## src/rtl/ay_ts_seq.sv

```systemverilog
// rtl/ay_ts_seq.sv - TurboSound dual-AY bus sequencer with timed bdir/bc1 strobes
module ay_ts_seq #(
  parameter int SETUP_LEN = 1,
  parameter int PULSE_LEN = 6,
  parameter int HOLD_LEN  = 2
) (
  input  logic       clk28,
  input  logic       rst_n,
  input  logic       en,
  input  logic       ts_en,
  input  logic       a15,
  input  logic       a14,
  input  logic       a1,
  input  logic       iorq,
  input  logic       m1,
  input  logic       wr,
  input  logic [7:0] d,
  input  logic       ck35,
  output logic       ay_clk,
  output logic       ay0_bdir,
  output logic       ay0_bc1,
  output logic       ay1_bdir,
  output logic       ay1_bc1,
  output logic       d_out_active,
  output logic       cpuwait,
  output logic       sel
);

  localparam logic [2:0] ST_IDLE   = 3'd0;
  localparam logic [2:0] ST_SETUP  = 3'd1;
  localparam logic [2:0] ST_ACTIVE = 3'd2;
  localparam logic [2:0] ST_HOLD   = 3'd3;
  localparam logic [2:0] ST_DONE   = 3'd4;

  localparam logic [3:0] SETUP_INIT = 4'(SETUP_LEN - 1);
  localparam logic [3:0] PULSE_INIT = 4'(PULSE_LEN - 1);
  localparam logic [3:0] HOLD_INIT  = 4'(HOLD_LEN - 1);

  logic [2:0] state, state_nxt;
  logic [3:0] cnt, cnt_nxt;
  logic       op_bdir, op_bc1, tgt;
  logic       op_bdir_nxt, op_bc1_nxt, tgt_nxt;
  logic       op_read, op_read_nxt;
  logic       is_fffd, is_bffd, request, req_chipsel, req_ignored, req_accept;
  logic       drive_bdir, drive_bc1;

  // Port decode; BFFD reads are dropped, FE/FF address writes with TurboSound on select a chip
  assign is_fffd     = a15 & a14 & ~a1;
  assign is_bffd     = a15 & ~a14 & ~a1;
  assign request     = en & iorq & ~m1 & (is_fffd | is_bffd);
  assign req_chipsel = request & ts_en & is_fffd & wr & ((d == 8'hFF) || (d == 8'hFE));
  assign req_ignored = is_bffd & ~wr;
  assign req_accept  = request & ~req_ignored & ~req_chipsel;

  assign op_read     = ~op_bdir & op_bc1;
  assign op_read_nxt = ~op_bdir_nxt & op_bc1_nxt;

  // Next-state, counter and latched-operation logic
  always_comb begin
    state_nxt   = state;
    cnt_nxt     = cnt;
    op_bdir_nxt = op_bdir;
    op_bc1_nxt  = op_bc1;
    tgt_nxt     = tgt;
    case (state)
      ST_IDLE: begin
        if (req_accept || req_chipsel) begin
          // bdir follows write, bc1 marks the FFFD port (ADDR or READ)
          op_bdir_nxt = wr;
          op_bc1_nxt  = is_fffd;
          tgt_nxt     = sel;
        end
        if (req_accept) begin
          state_nxt = ST_SETUP;
          cnt_nxt   = SETUP_INIT;
        end else if (req_chipsel) begin
          state_nxt = ST_DONE;
        end
      end
      ST_SETUP: begin
        if (cnt == 4'd0) begin
          state_nxt = ST_ACTIVE;
          cnt_nxt   = PULSE_INIT;
        end else begin
          cnt_nxt = cnt - 4'd1;
        end
      end
      ST_ACTIVE: begin
        if (cnt == 4'd0) begin
          state_nxt = op_read ? ST_DONE : ST_HOLD;
          cnt_nxt   = op_read ? 4'd0 : HOLD_INIT;
        end else begin
          cnt_nxt = cnt - 4'd1;
        end
      end
      ST_HOLD: begin
        if (cnt == 4'd0) begin
          state_nxt = ST_DONE;
        end else begin
          cnt_nxt = cnt - 4'd1;
        end
      end
      ST_DONE: begin
        if (!iorq) begin
          state_nxt = ST_IDLE;
        end
      end
      default: state_nxt = ST_IDLE;
    endcase
  end

  // Strobe levels for the coming state, so the registered pins line up with the FSM
  always_comb begin
    drive_bdir = (state_nxt == ST_ACTIVE) & op_bdir_nxt;
    drive_bc1  = ((state_nxt == ST_ACTIVE) & op_bc1_nxt) |
                 ((state_nxt == ST_DONE) & op_read_nxt);
  end

  // FSM state, counter and latched operation/target
  always_ff @(posedge clk28 or negedge rst_n) begin
    if (!rst_n) begin
      state   <= ST_IDLE;
      cnt     <= 4'd0;
      op_bdir <= 1'b0;
      op_bc1  <= 1'b0;
      tgt     <= 1'b0;
    end else begin
      state   <= state_nxt;
      cnt     <= cnt_nxt;
      op_bdir <= op_bdir_nxt;
      op_bc1  <= op_bc1_nxt;
      tgt     <= tgt_nxt;
    end
  end

  // Registered per-chip bus controls; only the latched target chip is ever strobed
  always_ff @(posedge clk28 or negedge rst_n) begin
    if (!rst_n) begin
      ay0_bdir <= 1'b0;
      ay0_bc1  <= 1'b0;
      ay1_bdir <= 1'b0;
      ay1_bc1  <= 1'b0;
    end else begin
      ay0_bdir <= drive_bdir & ~tgt_nxt;
      ay0_bc1  <= drive_bc1 & ~tgt_nxt;
      ay1_bdir <= drive_bdir & tgt_nxt;
      ay1_bc1  <= drive_bc1 & tgt_nxt;
    end
  end

  // Chip select: cleared whenever TurboSound is off, otherwise set by FE/FF address writes
  always_ff @(posedge clk28 or negedge rst_n) begin
    if (!rst_n) begin
      sel <= 1'b0;
    end else if (!ts_en) begin
      sel <= 1'b0;
    end else if ((state == ST_IDLE) && req_chipsel) begin
      sel <= (d == 8'hFE);
    end
  end

  // PSG clock divides the 3.5 MHz tick by two
  always_ff @(posedge clk28 or negedge rst_n) begin
    if (!rst_n) begin
      ay_clk <= 1'b0;
    end else if (ck35) begin
      ay_clk <= ~ay_clk;
    end
  end

  // Wait and data-drive indications derived from state and registered strobes
  always_comb begin
    cpuwait = rst_n & (((state == ST_IDLE) & req_accept) |
                       (state == ST_SETUP) | (state == ST_ACTIVE) | (state == ST_HOLD));
    d_out_active = tgt ? (ay1_bc1 & ~ay1_bdir) : (ay0_bc1 & ~ay0_bdir);
  end

endmodule

```

## config.mk

```make
export PLATFORM = sky130hd
export DESIGN_NAME = ay_ts_seq
export DESIGN_NICKNAME = d
export VERILOG_FILES = /design/src/rtl/ay_ts_seq.sv
export SDC_FILE = /design/constraint.sdc
export NUM_CORES = 1
export LEC_CHECK = 0
export BUFFER_PORTS_ARGS = -buffer_cell sky130_fd_sc_hd__buf_2
export CAP_MARGIN = 5
export CORE_UTILIZATION = 45
export DETAILED_ROUTE_END_ITERATION = 6
export PLACE_DENSITY = 0.72
export RECOVER_POWER = 25
export SYNTH_ARGS = -nofsm -noshare
export SYNTH_HDL_FRONTEND = slang
export SYNTH_SLANG_ARGS = --single-unit
export TNS_END_PERCENT = 20
```

## constraint.sdc

```tcl
create_clock -name clk28 -period 3.4 [get_ports clk28]
set_clock_uncertainty 0.1 [all_clocks]
set_input_delay 0.17 -clock clk28 [delete_from_list [all_inputs] [get_ports clk28]]
set_output_delay 0.17 -clock clk28 [all_outputs]
set_load 0.05 [all_outputs]
```

# ---- After elaboration in Yosys (flattened, before gate mapping)
# Index checks and enable logic that the tools add are counted.
# W data, S select, Z words.
dict set report totals {
  register_bits 16
  in_bits 19
  output_inout_bits 8
  elab_cells 97
}
dict set report classes {
  add_sub_neg 1
  n_eq_ne 11
  n_mux 23
  bitwise_logic 44
  n_reduce_logical 7
}
# op n
set ops {}
lappend ops {{$and A1 B1 Y1} 27}
lappend ops {{$mux W3} 7}
lappend ops {{$eq A8 B8 Y1 const B} 2}
lappend ops {{$mux W4} 4}
lappend ops {{$pmux W4 S4} 1}
lappend ops {{$pmux W3 S5} 1}
lappend ops {{$not A1 Y1} 12}
lappend ops {{$mux W1} 10}
lappend ops {{$eq A3 B2 Y1 const B} 3}
lappend ops {{$eq A3 B3 Y1 const B} 2}
lappend ops {{$or A1 B1 Y1} 5}
lappend ops {{$logic_not A4 Y1} 1}
lappend ops {{$ne A2 B2 Y1 const B} 2}
lappend ops {{$reduce_bool A4 Y1} 1}
lappend ops {{$sub A4 B1 Y4 const B} 1}
lappend ops {{$eq A3 B1 Y1 const B} 1}
lappend ops {{$logic_not A3 Y1} 1}
lappend ops {{$reduce_and A3 Y1} 1}
lappend ops {{$logic_or A1 B1 Y1} 2}
lappend ops {{$ne A2 B1 Y1 const B} 1}
lappend ops {{$logic_and A1 B1 Y1} 1}

# ---- Longest topological paths before layout
# Gate-level depths: netlist (run 1).
dict set report depth {
  depth_word 19
  mapped_depth 7
}

# ---- Least setup slack after synthesis (run 1)
# No wires, ideal clock.
dict set report synth_timing {
  path_kind {flip-flop to output port}
  from {register ay0_bdir}
  to {output port d_out_active}
  t_arrival_ns 1.861
  required_ns 3.130
  setup_slack_ns 1.269
  stages_incl_launch_ff 3
  cell_sequence {dfrtp_1 > nand2b_1 > o21ai_0}
}
dict set report synth_between {
  elab_chain_cells 3
}
# element line
set synth_lines {}
lappend synth_lines {{from (decl)} 20} ;# output logic ay0_bdir,
lappend synth_lines {{from (signal assigned)} 144} ;# ay0_bdir <= drive_bdir & ~tgt_nxt;
lappend synth_lines {{$not A1 Y1} 175} ;# d_out_active = tgt ? (ay1_bc1 & ~ay1_bdir) : (ay0_bc1 & ~ay0_bdir);
lappend synth_lines {{$and A1 B1 Y1} 175}
lappend synth_lines {{$mux W1} 175}
lappend synth_lines {{to (decl)} 24} ;# output logic d_out_active,
# Every way passes these cells.

# ---- Final worst setup path (run 1)
dict set report layout_timing {
  from {register state[0]}
  to {register ay0_bc1}
}
dict set report layout_between {
  elab_chain_cells 7
}
# element line
set layout_lines {}
lappend layout_lines {{from (decl)} 39} ;# logic [2:0] state, state_nxt;
lappend layout_lines {{from (signal assigned)} 128} ;# state <= state_nxt;
lappend layout_lines {{$mux W3 / $logic_not A3 Y1 (equally long branches)} {76, 65}}
lappend layout_lines {{$mux W3 / $mux W1 (equally long branches)} {73, 65}}
lappend layout_lines {{$pmux W3 S5 / $not A1 Y1 (equally long branches)} {65, 56}}
lappend layout_lines {{$eq A3 B2 Y1, or another cell as far along} 115} ;# drive_bc1 = ((state_nxt == ST_ACTIVE) & op_bc1_nxt) |
lappend layout_lines {{$and A1 B1 Y1, on equally long branches} {115, 116}}
lappend layout_lines {{$or A1 B1 Y1} 115}
lappend layout_lines {{$and A1 B1 Y1 *} 145} ;# ay0_bc1 <= drive_bc1 & ~tgt_nxt;
lappend layout_lines {{to (signal assigned)} 145}
lappend layout_lines {{to (decl)} 21} ;# output logic ay0_bc1,
# Every way passes the cells marked *; elsewhere a longest branch is shown, timed or not.
# A chain may end at the register's enable or synchronous reset.

==> results of run 1 <==
## kinds of logic after synthesis
logic type	synth area share, %
adder cells (fa/ha/maj)	1.28
AND/OR/NAND/NOR	31.2
AO/OA/AOI/OAI	15.0
buffers and inverters	3.58
flip-flops	40.9
multiplexers	6.27
XOR/XNOR	1.79
## where the power goes
| part | internal (mW) | switching [mW] | total, mW |
|---|---|---|---|
| Combinational | 0.171 | 0.242 | 0.412 |
| Sequential | 0.241 | 0.0695 | 0.311 |
| Clock | 0.0411 | 0.0549 | 0.0960 |
| Total | 0.453 | 0.366 | 0.819 |
## synth_stat cells, types with 2 or more instances
cell / instances / area share (%)
nor3_1: 3 / 1.5
a21oi_1: 5 / 2.6
nor2b_1: 4 / 2.6
nor2_1: 7 / 2.7
o21ai_0: 6 / 3.1
nand3b_1: 2 / 1.5
nor3b_2: 2 / 2.6
nand3_1: 2 / 1.0
inv_1: 4 / 1.5
nand2_1: 8 / 3.1
mux2_4: 2 / 3.1
dfrtp_1: 16 / 41
nand2b_1: 3 / 1.9
mux2i_1: 2 / 2.0
## layout make-up
| cell class | count | area [um^2] |
|---|---|---|
| Clock buffer | 3 | 22.5 |
| Fill cell | 187 | 838 |
| Inverter | 4 | 15.0 |
| Multi-Input combinational cell | 74 | 543 |
| Sequential cell | 16 | 400 |
| Tap cell | 27 | 33.8 |
| Timing Repair Buffer | 28 | 149 |
## state kept, by name, summed over array words and instances, names as in the netlist
register,count
ay1_bdir,1
ay_clk,1
tgt,1
sel,1
op_bdir,1
cnt,4
op_bc1,1
ay0_bdir,1
state,3
ay1_bc1,1
ay0_bc1,1
## per-stage QoR
stage | power [mW] | std cells | instance area (um^2) | hold slack [ps] | utilization [%]
global placement | 0.711 | 147 | 1120 | 7.07 | 56.1
global route | 0.882 | 152 | 1160 | 49.4 | 58.1
finish | 0.819 | 152 | 1160 | 44.4 | 58.1
CTS | 0.822 | 152 | 1160 | 38.4 | 58.2
floorplan | 0.640 | 97 | 978 | -226 | -
detailed placement | 0.720 | 147 | 1120 | 2.87 | 56.1
## routing by layer
layer  vias up  track usage, %  wire length (um)  part of all wire, %
li1        406               -                 -                    -
met1       389            24.8               899                   47
met2        19            30.1               895                   47
met3         5            1.89                52                  2.7
met4         0            10.3                46                  2.4
met5         -               0                 0                    0
## how the worst max path moves through the flow
| stage | from | to | cells past startpoint |
|---|---|---|---|
| after floorplan | ay0_bdir | d_out_active | 2 |
| after global placement | state[0] | ay0_bc1 | 5 |
| after detailed placement | state[0] | ay0_bc1 | 5 |
| after CTS | state[0] | ay0_bc1 | 5 |
| after global routing | rst_n | cpuwait | 4 |
| final | state[0] | ay0_bc1 | 5 |
## placed cells by master, fill, tap and decap left out, types with 3 or more instances in the layout
cell and instances:
dfrtp_1 16, buf_2 25, inv_1 4, o21ai_0 6, a21oi_1 5, clkbuf_4 3
nand2b_1 3, nor2_1 7, nand2_1 8, nor3_1 3, nor2b_1 4
==> results.py, run 1 <==
metrics = {
    "outcome": {
        "status": "finished, final reports clean",
    },
    "route": {
        "drt_iter0_markers": 15,
        "drt_pass1_iterations": 4,
        "vias": 819,
        "drc_errors": 0,
        "drt-total-wl_mm": 1.89,
        "routedWlPerCell_um": 12.5,
        "ant_nets": 0,
        "vias_per_cell": 5.39,
    },
    "global_route": {
        "overflow": 0,
        "grt_max_degree": 18,
        "grt_usage_pct": 18.8,
        "antenna_found_initial": 0,
        "grt_pass1_vias": 803,
        "grt_pass1_wl_mm": 3.44,
    },
    "sta": {
        "max_freq_ghz": 0.471,
        "period_share_pct": 62.4,
        "setup_violations": 0,
        "timing_worst_slew_pin_value_ps": 860,
        "period_minus_slack_ps": 2120,
        "hold_viol_final": 0,
        "setup_ws_ps": 1280,
        "rsz0062_at_grt": "no",
        "maxSlewHeadroom_pct": 42.6,
        "fin_setup_tns_ps": 0,
        "slew_violations": 0,
    },
    "critical_path": {
        "critPathBufInv": 0,
        "worst_ep_required_time_ps": 3510,
        "critical_path.endpoint_type": "flop",
        "ff2ff_setup_slack_ps": 1280,
        "crit_arrival_ps": 2230,
        "worst_setup_path_start_kind": "flop",
        "max_stage_delay_ps": 520,
        "crit_chain": "or2_2 > nor4_4 > mux2i_1 > a21oi_2 > nor3b_2",
        "path_delay_family": "simple AND/OR/NAND/NOR gates",
        "r2r-start": "state[0]",
        "slowest_stage": "dfrtp_1",
        "path_max_fanout": 13,
        "path_class": "flop to flop",
        "reg2regPathDepth": 5,
        "rr_endpoint": "ay0_bc1",
    },
    "clock_tree": {
        "cts-resized-gates": 0,
        "clock_sinks": 16,
        "clockRootBuffer": "clkbuf_4",
        "cts_max_level": 1,
        "cts_tree": "built",
        "clock_latency_ps": 280,
        "clock_path_buffers": 2,
        "cts_setup_buffers": 0,
        "cts.clk_slew.worst_paths_ps": 90,
        "cts_hold_buf": 2,
        "numCtsBuffers": 3,
    },
    "cells_and_area": {
        "insertedDiodeCount": 0,
        "nets": 147,
        "area_growth_syn_to_layout_pct": 18.9,
        "drive_gt1_share_pct": 33.6,
    },
    "floorplan": {
        "core_um2": 2000,
        "initial_core_util_pct": 48.9,
        "die_w_um": 48.6,
        "die-area_um2": 2360,
        "boundaryPins": 27,
        "rows": 16,
        "die_h_um": 48.6,
    },
    "synth": {
        "synth_ff_type": "dfrtp_1",
        "syn_inst": 97,
        "ys_async_sr_fraction_pct": 100,
        "yosysSeqAreaShare_pct": 40.9,
        "synth_edf_count": 0,
        "avgSynthCellArea_um2": 10.1,
        "yosysWarnings": 0,
        "syn_nets": 117,
        "synth.distinct_cells": 45,
        "synthesis.area_um2": 978,
        "ys_ff_latch": 16,
    },
    "hold_path": {
        "holdCritPathClass": "input port to flop",
        "whs_endpoint": "sel",
        "min_path_cells": 2,
        "hold_start": "ts_en",
    },
    "placed_design": {
        "place.detailed.hpwl_mm": 1.46,
        "dp_worst_setup_slack_ps": 1300,
        "port_buffers": 26,
        "globalplace.congestion": 0.825,
    },
    "power_and_ir_drop": {
        "leakage_nw": 0.530,
        "power.density_nw_per_um2": 704,
        "vdd_drop_max_mv": 0.395,
    },
    "run": {
        "cap_viol_max_count": 0,
    },
}
Power figures use the tool's default switching activity.
==> run 2, diff against run 1 <==
- PLACE_DENSITY: 0.72 -> 0.75
- clock period: 3.4 -> 1.8 ns (I/O delays scaled with it)
==> run 2 against run 1 <==
Effect of this change: the flow now finishes with violations (negative setup slack); first-iteration DRC count rose to 2.9 times the previous value; core utilization rose by 16 points; total power rose to 2.7 times the previous value; final area rose by 28%; wire length rose by 49%; clock-buffer cell count rose by 1.
==> results.py, run 2 (synthesized netlist as in run 1, its figures left out) <==
metrics = {
    "clock_tree": {
        "clock_sinks": 16,
        "clock_latency_ps": 300,
        "cts_tree": "built",
        "numCtsBuffers": 3,
        "cts.clk_slew.worst_paths_ps": 100,
        "cts_max_level": 1,
        "clockRootBuffer": "clkbuf_4",
        "clock_path_buffers": 2,
    },
    "cells_and_area": {
        "top_register": "cnt",
        "post-route-util_pct": 74.1,
        "reg.largest.list": "cnt: 4 flops, state: 3 flops",
        "nets": 172,
        "area_growth_syn_to_layout_pct": 51.7,
        "design_area_um2": 1480,
        "largest_reg_flops": 4,
        "nFillCells": 141,
        "drive_gt1_share_pct": 51.7,
        "insertedDiodeCount": 0,
        "final_common_cell": "buf_2",
        "final_cell_mix": "buf_2 (25), buf_4 (20), dfrtp_1 (16), nand2_1 (8), nor2_1 (7)",
    },
    "global_route": {
        "grt_max_degree": 17,
        "antenna_found_initial": 0,
        "grt_usage_pct": 22.5,
        "overflow": 0,
        "grt_pass1_vias": 892,
        "grt_pass1_wl_mm": 3.97,
    },
    "floorplan": {
        "die_w_um": 48.6,
        "boundaryPins": 27,
        "core_um2": 2000,
        "die-area_um2": 2360,
        "initial_core_util_pct": 48.9,
        "rows": 16,
        "die_h_um": 48.6,
    },
    "route": {
        "drc_errors": 0,
        "drt_iter0_markers": 43,
        "vias": 1001,
        "drt-total-wl_mm": 2.83,
        "drt_pass1_iterations": 4,
        "ant_nets": 0,
        "vias_per_cell": 5.62,
        "routedWlPerCell_um": 15.9,
    },
    "critical_path": {
        "path_delay_family": "simple AND/OR/NAND/NOR gates",
        "path_class": "flop to flop",
        "cp.depth": 8,
        "worst_ep_required_time_ps": 1900,
        "reg2regPathDepth": 8,
        "max_stage_delay_ps": 410,
        "critical_path.endpoint_type": "flop",
        "critPathBufInv": 2,
        "slowest_stage": "dfrtp_1",
        "rr_endpoint": "cnt[0]",
        "worst_setup_path_start_kind": "flop",
        "endpoint": "cnt[0]",
        "r2r-start": "cnt[0]",
        "ff2ff_setup_slack_ps": -70,
        "crit_arrival_ps": 1970,
        "path_max_fanout": 7,
        "startpoint": "cnt[0]",
        "crit_chain": "inv_2 > ha_4 > nor3b_4 > buf_4 > nand2_1 > a21oi_2 > nor3_1 > mux2_2",
    },
    "sta": {
        "setup_violations": 3,
        "max_freq_ghz": 0.534,
        "period_share_pct": 104,
        "hold_viol_final": 0,
        "setup_ws_ps": -73.1,
        "maxSlewHeadroom_pct": 41.5,
        "holdWs_ps": 28.8,
        "period_minus_slack_ps": 1870,
        "slew_violations": 0,
        "rsz0062_at_grt": "yes",
        "timing_worst_slew_pin_value_ps": 877,
    },
    "power_and_ir_drop": {
        "vdd_drop_max_mv": 0.793,
        "power.density_nw_per_um2": 1500,
        "leakage_nw": 0.686,
    },
    "placed_design": {
        "port_buffers": 26,
        "place.detailed.hpwl_mm": 1.64,
        "postPlaceCellArea_um2": 1240,
        "dp_worst_setup_slack_ps": -130,
        "globalplace.congestion": 0.819,
    },
    "outcome": {
        "violations": "negative setup slack",
        "status": "finished, violations left",
    },
    "run": {
        "cap_viol_max_count": 0,
    },
    "hold_path": {
        "holdCritPathClass": "input port to flop",
    },
}
## run 2: area by class of cell
class                   count  area (um^2)  share of cell area [%]
repair buffers             53          355                    23.9
clock buffers               4         36.3                    2.45
well taps                  27         33.8                    2.28
inverters                   4         15.0                    1.01
flip-flops and latches     16          400                    27.0
multi-input cells          74          643                    43.3
## run 2: how the worst min path moves through the flow
stage	from	end	slack (ps)	depth (start not counted)
6_report	iorq	state[2]	30	3
5_1_grt	iorq	state[2]	60	3
4_1_cts	iorq	state[2]	40	3
3_5_place_dp	rst_n	cnt[0]	-30	2
3_3_place_gp	rst_n	cnt[0]	-30	2
2_1_floorplan	rst_n	ay0_bc1	-310	0
## run 2: metrics by stage
step                power, mW  std cells  TNS (ps)
floorplan                1.21         97      -209
global placement         1.54        163      -355
detailed placement       1.56        163      -704
CTS                      1.92        174      -123
global route             2.31        178      -696
finish                   2.22        178      -169
## run 2: power breakdown
| group | internal, mW | total (mW) | switching [mW] |
|---|---|---|---|
| logic | 0.690 | 1.44 | 0.747 |
| clock network | 0.124 | 0.248 | 0.125 |
| registers | 0.456 | 0.534 | 0.0782 |
## run 2: timing repair
item	CTS	global route
pin swaps	2	9
hold endpoints to repair	19	0
gates resized for setup	13	16
setup endpoints to repair	8	8
setup buffers	2	4
hold buffers	5	0
gates cloned	0	0
## run 2: worst register-to-register path: stages (launching register included)
cell	delay, ps
dfrtp_1	410
inv_2	90
ha_4	140
nor3b_4	330
buf_4	190
nand2_1	70
a21oi_2	140
nor3_1	60
mux2_2	260
## run 2: metal layers
layer  up-vias  global-route usage [%]  routed length, um
met1       478                    30.1               1210
li1        457                       -                  -
met2        54                    33.1               1360
met3        12                    5.66                166
met5         -                       0                  0
met4         0                    12.3                 88
==> run 3, diff against run 2 <==
- CORE_UTILIZATION: 45 -> 30
- PLACE_DENSITY: 0.75 -> 0.55
==> run 3 against run 2 <==
Effect of this change: the flow still finishes with violations (negative setup slack); final cell count grew 8.4%; worst hold slack gained 90 ps; via count shrank 7.8%; die area grew 48%; global-route usage shrank 7.1 points; final area shrank 0.67%; setup slack gained 52 ps; total power shrank 4.7%; flip-flop and latch count is the same; combinational power shrank 6%; largest cell class unchanged.
==> results.py, run 3 (synthesized netlist as in run 1, its figures left out) <==
metrics = {
    "critical_path": {
        "crit_arrival_ps": 1950,
        "startpoint": "state[2]",
        "critPathBufInv": 0,
        "worst_ep_required_time_ps": 1930,
        "r2r-start": "state[2]",
        "ff2ff_setup_slack_ps": -20,
        "reg2regPathDepth": 5,
        "worst_setup_path_start_kind": "flop",
        "crit_chain": "nand4bb_4 > nor4_4 > mux2i_1 > a21oi_2 > nor3b_2",
        "path_delay_family": "simple AND/OR/NAND/NOR gates",
        "critical_path.endpoint_type": "flop",
        "max_stage_delay_ps": 460,
        "rr_endpoint": "ay0_bc1",
        "path_class": "flop to flop",
        "slowest_stage": "nor4_4",
        "path_max_fanout": 4,
    },
    "clock_tree": {
        "cts.clk_slew.worst_paths_ps": 100,
        "clock_latency_ps": 300,
        "cts_tree": "built",
        "numCtsBuffers": 3,
        "cts_max_level": 1,
        "clock_sinks": 16,
        "clock_path_buffers": 2,
        "clockRootBuffer": "clkbuf_4",
    },
    "route": {
        "drt-total-wl_mm": 2.40,
        "ant_nets": 0,
        "wl_met3_um": 80,
        "vias_per_cell": 4.78,
        "routedWlPerCell_um": 12.4,
        "drc_errors": 0,
        "wl_met1_mm": 1.08,
        "drt_iter0_markers": 19,
        "vias": 923,
        "drt_pass1_iterations": 4,
        "highest_layer": "met4",
        "wl_met2_mm": 1.19,
    },
    "hold_path": {
        "hold_start": "iorq",
        "holdCritPathClass": "input port to flop",
        "min_path_cells": 4,
        "whs_endpoint": "state[2]",
    },
    "sta": {
        "slew_violations": 0,
        "timing_worst_slew_pin_value_ps": 881,
        "max_freq_ghz": 0.549,
        "maxSlewHeadroom_pct": 41.2,
        "rsz0062_at_grt": "yes",
        "setup_violations": 2,
        "setup_ws_ps": -21.4,
        "period_minus_slack_ps": 1820,
        "fin_setup_tns_ps": -23.7,
        "hold_viol_final": 0,
        "period_share_pct": 101,
        "holdWs_ps": 119,
    },
    "cells_and_area": {
        "top_register": "cnt",
        "final_cell_mix": "buf_2 (24), buf_4 (17), dfrtp_1 (16), nand2_1 (7)",
        "area_growth_syn_to_layout_pct": 50.6,
        "largest_reg_flops": 4,
        "final_common_cell": "buf_2",
        "drive_gt1_share_pct": 51.0,
        "reg.largest.list": "cnt: 4 flops, state: 3 flops",
        "insertedDiodeCount": 0,
        "nets": 170,
        "nFillCells": 286,
    },
    "global_route": {
        "grt_pass1_wl_mm": 4.03,
        "overflow": 0,
        "grt_usage_pct": 15.4,
        "grt_max_degree": 17,
        "grt_pass1_vias": 938,
        "antenna_found_initial": 0,
    },
    "outcome": {
        "status": "finished, violations left",
        "violations": "negative setup slack",
    },
    "placed_design": {
        "globalplace.congestion": 0.749,
        "place.detailed.hpwl_mm": 1.81,
        "dp_worst_setup_slack_ps": -88.9,
        "port_buffers": 26,
    },
    "floorplan": {
        "die_h_um": 59.1,
        "die_w_um": 59.1,
        "boundaryPins": 27,
        "die-area_um2": 3490,
        "core_um2": 3080,
        "rows": 20,
        "initial_core_util_pct": 31.8,
    },
    "power_and_ir_drop": {
        "leakage_nw": 0.665,
        "power.density_nw_per_um2": 1430,
        "p_total_mw": 2.11,
        "vdd_drop_max_mv": 0.705,
    },
    "run": {
        "cap_viol_max_count": 0,
    },
}
run 3: power by group:
part / total, mW / switching [mW] / internal [mW]
registers: 0.525 / 0.0689 / 0.456
logic: 1.35 / 0.675 / 0.670
clock network: 0.244 / 0.121 / 0.123
run 3: worst min-delay path, delay by kind of cell:
kind / cells / cell delay (ps)
buffers and inverters: 2 / 230
AO/OA/AOI/OAI: 1 / 90
AND/OR/NAND/NOR: 1 / 90
run 3: repair_timing:
action	in CTS	in global routing
cloned	0	0
endpoints found under the setup margin	9	10
setup buffers	0	1
pin swaps	3	5
hold endpoints to repair	19	0
hold buffers	5	0
resized for setup	10	16
run 3: final cells by class:
class | instances | area [um^2] | share of cell area, %
Clock buffer | 4 | 36.3 | 2.46
Inverter | 4 | 15.0 | 1.02
Multi-Input combinational cell | 74 | 624 | 42.4
Sequential cell | 16 | 400 | 27.2
Tap cell | 44 | 55.1 | 3.74
Timing Repair Buffer | 51 | 343 | 23.3
run 3: worst max path at each step:
stage,to,slack (ps),depth (start not counted)
after floorplan,cpuwait,-70,5
after global placement,ay0_bc1,-110,5
after detailed placement,ay1_bdir,-90,7
after CTS,ay0_bc1,-30,5
after global routing,cpuwait,-110,7
final,ay0_bc1,-20,5
run 3: metal layers:
layer / track usage [%] / vias up
met5: 0 / -
met4: 2.04 / 0
met2: 27.4 / 14
li1: - / 462
met3: 4.59 / 4
met1: 18.6 / 443
run 3: per-stage QoR:
| stage | utilization, % | instance area [um^2] | instances |
|---|---|---|---|
| floorplan | - | 978 | 97 |
| detailed placement | 41.8 | 1290 | 183 |
| finish | 47.9 | 1470 | 193 |
| global placement | 41.8 | 1290 | 183 |
| CTS | 45.8 | 1410 | 192 |
| global route | 47.9 | 1470 | 193 |
